[src/rtl/sobel_edge_proc_pkg.sv]
// Shared image geometry, pixel/address types and FSM state for the Sobel edge processor.
package sobel_edge_proc_pkg;

    localparam int c_img_cols     = 80;
    localparam int c_img_rows     = 60;
    localparam int c_nb_line_pxls = 7;
    localparam int c_nb_img_pxls  = 13;
    localparam int c_nb_gray      = 8;

    typedef logic [c_nb_line_pxls-1:0] cnt_t;
    typedef logic [c_nb_img_pxls-1:0]  addr_t;
    typedef logic [c_nb_gray-1:0]      pix_t;
    typedef pix_t [2:0][2:0]           win_t;   // [row][col], row 0 is the top line

    localparam cnt_t  c_last_col  = cnt_t'(c_img_cols);
    localparam cnt_t  c_last_row  = cnt_t'(c_img_rows);
    localparam addr_t c_cols_addr = addr_t'(c_img_cols);

    typedef enum logic [1:0] {
        ST_IDLE,
        ST_SCAN,
        ST_FLUSH
    } state_t;

    typedef struct packed {
        logic valid;
        logic pad;
        cnt_t row;
        cnt_t col;
    } step_t;

    function automatic addr_t raster_addr(input cnt_t row, input cnt_t col);
        return addr_t'(row) * c_cols_addr + addr_t'(col);
    endfunction

    function automatic logic signed [10:0] widen(input pix_t p);
        return $signed({3'b000, p});
    endfunction

endpackage

[src/rtl/sobel_kernel.sv]
// Sobel arithmetic: registers gx/gy (S2), then |gx|+|gy| saturated to 8 bits with write strobe (S3).
module sobel_kernel
    import sobel_edge_proc_pkg::*;
(
    input  logic  clk,
    input  logic  rst,
    input  win_t  win,
    input  logic  in_valid,
    input  logic  in_zero,
    input  addr_t in_addr,
    output logic  s2_valid,
    output logic  we,
    output addr_t addr,
    output pix_t  dout
);

    logic signed [10:0] gx, gy, gx_q, gy_q;
    logic               s2_zero;
    addr_t              s2_addr;
    logic [10:0]        abs_x, abs_y;
    logic [11:0]        mag;
    pix_t               sat;

    always_comb begin
        gx = (widen(win[0][2]) + (widen(win[1][2]) <<< 1) + widen(win[2][2]))
           - (widen(win[0][0]) + (widen(win[1][0]) <<< 1) + widen(win[2][0]));
        gy = (widen(win[2][0]) + (widen(win[2][1]) <<< 1) + widen(win[2][2]))
           - (widen(win[0][0]) + (widen(win[0][1]) <<< 1) + widen(win[0][2]));
        abs_x = gx_q[10] ? 11'(-gx_q) : 11'(gx_q);
        abs_y = gy_q[10] ? 11'(-gy_q) : 11'(gy_q);
        mag   = {1'b0, abs_x} + {1'b0, abs_y};
        sat   = (mag[11:8] != 4'd0) ? 8'hFF : mag[7:0];
    end

    // NOTE: sequential state uses non-blocking assignments so every stage samples pre-edge values.
    always_ff @(posedge clk or posedge rst) begin
        if (rst) begin
            gx_q     <= '0;
            gy_q     <= '0;
            s2_valid <= 1'b0;
            s2_zero  <= 1'b0;
            s2_addr  <= '0;
            we       <= 1'b0;
            addr     <= '0;
            dout     <= '0;
        end else begin
            s2_valid <= in_valid;
            if (in_valid) begin
                gx_q    <= gx;
                gy_q    <= gy;
                s2_zero <= in_zero;
                s2_addr <= in_addr;
            end
            we <= s2_valid;
            if (s2_valid) begin
                addr <= s2_addr;
                dout <= s2_zero ? '0 : sat;
            end
        end
    end

endmodule

[src/rtl/sobel_edge_proc.sv]
// Frame-buffer to frame-buffer Sobel edge detector: scan FSM, line buffers and 3x3 window.
module sobel_edge_proc
    import sobel_edge_proc_pkg::*;
(
    input  logic        clk,
    input  logic        rst,
    input  logic        start,
    output logic        busy,
    output logic        done,
    output addr_t       orig_addr,
    input  pix_t        orig_pxl,
    output addr_t       proc_addr,
    output pix_t        proc_dout,
    output logic        proc_we
);

    state_t     state;
    cnt_t       row_cnt, col_cnt;
    step_t      s0, s1;
    logic       pad_step;
    logic       kernel_busy;

    pix_t       lb1 [0:c_img_cols];
    pix_t       lb2 [0:c_img_cols];
    pix_t [2:0] col0_q, col1_q, new_col;
    win_t       win;
    logic       wr_step, border;
    addr_t      centre_addr;

    assign pad_step = (row_cnt == c_last_row) || (col_cnt == c_last_col);

    always_ff @(posedge clk or posedge rst) begin
        if (rst) begin
            state     <= ST_IDLE;
            row_cnt   <= '0;
            col_cnt   <= '0;
            busy      <= 1'b0;
            done      <= 1'b0;
            orig_addr <= '0;
            s0        <= '0;
        end else begin
            done <= 1'b0;
            s0   <= '0;
            case (state)
                ST_IDLE: begin
                    if (start) begin
                        row_cnt <= '0;
                        col_cnt <= '0;
                        busy    <= 1'b1;
                        state   <= ST_SCAN;
                    end
                end
                ST_SCAN: begin
                    s0 <= '{valid: 1'b1, pad: pad_step, row: row_cnt, col: col_cnt};
                    if (!pad_step) orig_addr <= raster_addr(row_cnt, col_cnt);
                    if (col_cnt == c_last_col) begin
                        col_cnt <= '0;
                        if (row_cnt == c_last_row) state <= ST_FLUSH;
                        else                       row_cnt <= row_cnt + 7'd1;
                    end else begin
                        col_cnt <= col_cnt + 7'd1;
                    end
                end
                ST_FLUSH: begin
                    // The final step writes, so done lands one clock after that write.
                    if (!s0.valid && !s1.valid && !kernel_busy) begin
                        done  <= 1'b1;
                        busy  <= 1'b0;
                        state <= ST_IDLE;
                    end
                end
                default: state <= ST_IDLE;
            endcase
        end
    end

    // s1 lines up with the pixel the synchronous RAM returns for the s0 address.
    always_comb begin
        new_col    = '0;
        new_col[0] = lb2[s1.col];
        new_col[1] = lb1[s1.col];
        new_col[2] = s1.pad ? '0 : orig_pxl;
        win = '0;
        for (int i = 0; i < 3; i++) begin
            win[i][0] = col0_q[i];
            win[i][1] = col1_q[i];
            win[i][2] = new_col[i];
        end
        wr_step     = s1.valid && (s1.row != '0) && (s1.col != '0);
        border      = (s1.row == 7'd1) || (s1.row == c_last_row) ||
                      (s1.col == 7'd1) || (s1.col == c_last_col);
        centre_addr = raster_addr(s1.row, s1.col) - c_cols_addr - addr_t'(1);
    end

    always_ff @(posedge clk or posedge rst) begin
        if (rst) begin
            s1     <= '0;
            col0_q <= '0;
            col1_q <= '0;
        end else begin
            s1 <= s0;
            if (s1.valid) begin
                col0_q <= col1_q;
                col1_q <= new_col;
            end
        end
    end

    // NOTE: line buffers are storage, not control state: left out of reset so they map to RAM.
    always_ff @(posedge clk) begin
        if (s1.valid) begin
            lb2[s1.col] <= lb1[s1.col];
            lb1[s1.col] <= new_col[2];
        end
    end

    sobel_kernel u_kernel (
        .clk      (clk),
        .rst      (rst),
        .win      (win),
        .in_valid (wr_step),
        .in_zero  (border),
        .in_addr  (centre_addr),
        .s2_valid (kernel_busy),
        .we       (proc_we),
        .addr     (proc_addr),
        .dout     (proc_dout)
    );

endmodule

[config.mk]
export PLATFORM = sky130hd
export DESIGN_NAME = sobel_edge_proc
export DESIGN_NICKNAME = d
export VERILOG_FILES = /design/src/rtl/sobel_edge_proc_pkg.sv /design/src/rtl/sobel_kernel.sv /design/src/rtl/sobel_edge_proc.sv
export SDC_FILE = /design/constraint.sdc
export NUM_CORES = 2
export LEC_CHECK = 0
export ABC_CLOCK_PERIOD_IN_PS = 10590
export BUFFER_PORTS_ARGS = -buffer_cell sky130_fd_sc_hd__buf_2
export CAP_MARGIN = 0
export CORE_AREA = 3 3 384 386
export CTS_CLUSTER_DIAMETER = 60
export DETAILED_ROUTE_END_ITERATION = 8
export DIE_AREA = 0 0 387 389
export HOLD_SLACK_MARGIN = 0.03
export SETUP_SLACK_MARGIN = 0.02
export SLEW_MARGIN = 15
export SYNTH_ARGS = -nofsm -noshare
export SYNTH_HDL_FRONTEND = slang
export SYNTH_SLANG_ARGS = --single-unit
[constraint.sdc]
create_clock -name clk -period 10.59 [get_ports clk]
set_clock_uncertainty 0.1 [all_clocks]
set_input_delay 0.5295 -clock clk [delete_from_list [all_inputs] [get_ports clk]]
set_output_delay 0.5295 -clock clk [all_outputs]
set_load 0.01 [all_outputs]
==> run metrics <==
asr flop ratio synth=a little under an eighth; Core Util, Final=47.70%; routed vias/inst=5.698; clk buf depth=3; Total Neg Setup Slack=0 ns; initial antenna violation count=7; Worst EP arrival=between 8 and 9 ns; die area=150,500 sq um; minimum clock period=7.785 ns; final hold vios=0; Most used DFF post-synth=edfxtp_1; max_cap viols=0; Final Cycle Share=73.51%; io pins=48; DRT iter0 DRCs=3,404; R2R Path Start=s1[0]; cts bufs inserted=around 150; die height=approximately 390 um; Placeable Area=143,800 sq um; DR pass1 iterations=5; initial core utilization=42.16%; number of global-route vias before repair=31,770; Peak supply drop=0.0001547 V; global-route wire length before repair=220.2 mm; dpl hpwl=89.32 mm; unrepaired setup endpoints after global routing=no; Slew @ Worst Pin=1.141 ns; Wirelength per Cell=26.91 um; critical path data required time=~11 ns; ant diodes=0; largest net degree at the start of global routing=103; PD cells=between 150 and 200 nW/um^2; outcome=finished clean; Post-synth EDFFs=1,296; Detail Route Antenna Nets=0; placed cell count=about 5,200; share of cells above drive strength 1=22.46%; DP Area=63,670 sq um; CP Capture Type=register; flop-to-flop setup slack=approximately 2.8 ns; Clk Latency, worst-skew pair=about 0.80 ns; htree depth=4; crit start category=register; Mapped Cells=3,279; total leakage power=22.67 nW; Critical Path Fanout Max=83; Overall Global Routing Usage=19.87%; CTS clk-pin slew, worst paths=0.06 ns; Fmax achieved=0.1285 GHz; Die W=roughly 390 um; Root Driver=clkbuf_16; Port Buf Inserts=47; Hold Path Cell Cnt=3; Area Growth Syn to Fin=13.14%; CP startpoint=s1[0]; Slew HR=a little under a quarter; setup violators final=0; GPL Wtd Cong=between 0.8 and 0.9; sequential area share after synthesis=71.20%; WL final=between 100 and 150 mm; Mean Syn Cell Area=18.49 sq um; yosys warns=0; post-synthesis cell type count=70; Hold Crit Start=start; cells on worst reg2reg path=26; Pwr Total=12.30 mW; Layout Cells excl Fill=roughly 5,500; clk sinks=between 1,000 and 1,500; Layout Nets=3,654; Slew Viols, Final=0; TritonCTS clock tree=yes; #FFs+latches synth=1,466; total grt overflow=0; vias=31,420; Hold Crit Class=primary input to register; synthesized area=60,640 sq um; Final Cell Area=about 69,000 sq um; # DRC=0; Crit Path Class=register to register; Synth Net Count=3,447; row count=139
cell usage after synthesis, drive strengths merged, types with 4 or more instances:
master	count	area, sq um
a2111oi	4	35.03
a211oi	10	80.07
a21boi	7	52.55
a21o	16	120.1
a21oi	65	325.3
a221oi	16	171.4
a22o	24	210.2
a22oi	78	585.6
a31oi	19	118.9
and2	12	75.07
and3	11	68.82
buf	75	609.4
clkbuf	64	240.2
dfrtp	170	4254
edfxtp	1296	38920
fa	41	820.8
ha	116	1451
inv	121	454.2
mux2	57	656.9
mux2i	38	380.4
mux4	309	7015
nand2	160	600.6
nand2b	20	125.1
nand3	22	110.1
nand4	21	131.4
nor2	148	555.5
nor2b	31	193.9
nor3	14	85.08
nor3b	6	45.04
nor4	7	43.79
o21a	9	67.56
o21ai	126	634.4
o21bai	10	75.07
o221a	8	90.09
o221ai	7	61.31
o22ai	9	56.30
o31ai	7	52.55
or3	7	43.79
xnor2	52	455.4
xor2	34	297.8
where the power goes:
part           internal, mW  leakage, nW  switching (mW)
Clock                  3.01         2.40            2.25
Combinational         0.306         6.62           0.393
Sequential             6.29         13.7          0.0481
timing repair:
action	CTS	global route
hold endpoints to repair	101	0
hold buffers	1	0
setup buffers	0	0
gates resized for setup	0	0
path summary, 6_finish.rpt:
check / end
min in group asynchronous: u_kernel.dout[0]
hold / removal: row_cnt[5]
setup / recovery: u_kernel.gx_q[10]
setup reg to reg: u_kernel.gx_q[10]
max in group asynchronous: s1[15]
hold reg to reg: s1[3]
sequential cells by signal, summed over array words and instances, names as in the netlist, 2 cells and up:
name and count:
lb1 648, state 2, u_kernel.dout 8, u_kernel.addr 13
lb2 648, col_cnt 7, u_kernel.gy_q 11, s0 16
orig_addr 13, s1 16, u_kernel.s2_addr 13, row_cnt 7
u_kernel.gx_q 11, col0_q 24, col1_q 24
routing by layer:
layer / share of wire (%) / GRT usage (%) / up-vias
met5: 0.0081 / 0 / -
met4: 2.6 / 5.831 / 2
met3: 6.8 / 3.584 / 214
met2: 47 / 30.82 / 1063
met1: 44 / 28.87 / 16650
li1: - / - / 13490
kinds of logic (layout without fill, tap and decap cells):
kind of cell,count (synthesis),after routing,share of synthesized area (%)
AOI/OAI and AO/OA,435,435,4.797
xor gates and xnor gates,86,86,1.242
adders and majority gates,157,157,3.747
buffers and inverters,260,592,2.150
DFF,1466,1466,71.20
muxes,404,404,13.28
and+or+nand+nor,471,471,3.588
per-stage QoR:
stage | setup slack [ns] | hold WS, ns
6_report | 2.805 | 0.1274
3_3_place_gp | 2.768 | 0.2317
3_5_place_dp | 2.744 | 0.2355
4_1_cts | 2.725 | 0.07290
2_1_floorplan | 2.564 | 0.2312
5_1_grt | 2.217 | 0.1096
cell usage in the layout, fill, tap and decap left out, types with 10 or more instances in the layout:
master and n:
a21o_1 16, a21oi_1 65, a221oi_1 11, a22o_1 24
a22oi_1 78, a31oi_1 19, and2_1 12, and3_1 11
buf_2 47, buf_4 137, bufinv_16 11, clkbuf_1 31
clkbuf_16 156, clkinv_1 34, clkinv_2 20, dfrtp_1 167
edfxtp_1 1296, fa_1 41, ha_1 116, inv_1 112
mux2_2 53, mux2i_1 38, mux4_1 15, mux4_2 294
nand2_1 158, nand2b_1 20, nand3_1 22, nand4_1 21
nor2_1 137, nor2_2 11, nor2b_1 29, nor3_1 11
o21ai_0 109, o21ai_1 12, o21bai_1 10, xnor2_1 52
xor2_1 34
layout make-up:
class | count | area, sq um
Tap cell | 1903 | 2381
Clock inverter | 91 | 882.1
Inverter | 121 | 461.7
Multi-Input combinational cell | 1553 | 16260
Fill cell | 11920 | 75220
Timing Repair Buffer | 191 | 1394
Clock buffer | 189 | 4048
Sequential cell | 1466 | 43180
worst max-delay path: stages, from the launching register on:
cell and delay (ns):
dfrtp_4 0.89, buf_12 0.48, mux4_2 0.57, a22o_1 0.26
a221oi_2 0.47, nand4_1 0.16, o21ai_1 0.16, o21ai_4 0.06
buf_4 0.37, ha_1 0.45, nor2b_1 0.14, o21ai_0 0.33
a21boi_0 0.19, o21ai_0 0.19, nand2b_1 0.11, xor2_1 0.17
fa_1 0.51, inv_1 0.05, fa_1 0.47, inv_1 0.04
ha_1 0.21, or3_1 0.35, o21ai_0 0.11, o21bai_1 0.18
o21ai_0 0.16, xnor2_1 0.17, o21ai_0 0.08
(Power assumes the default switching activity.)
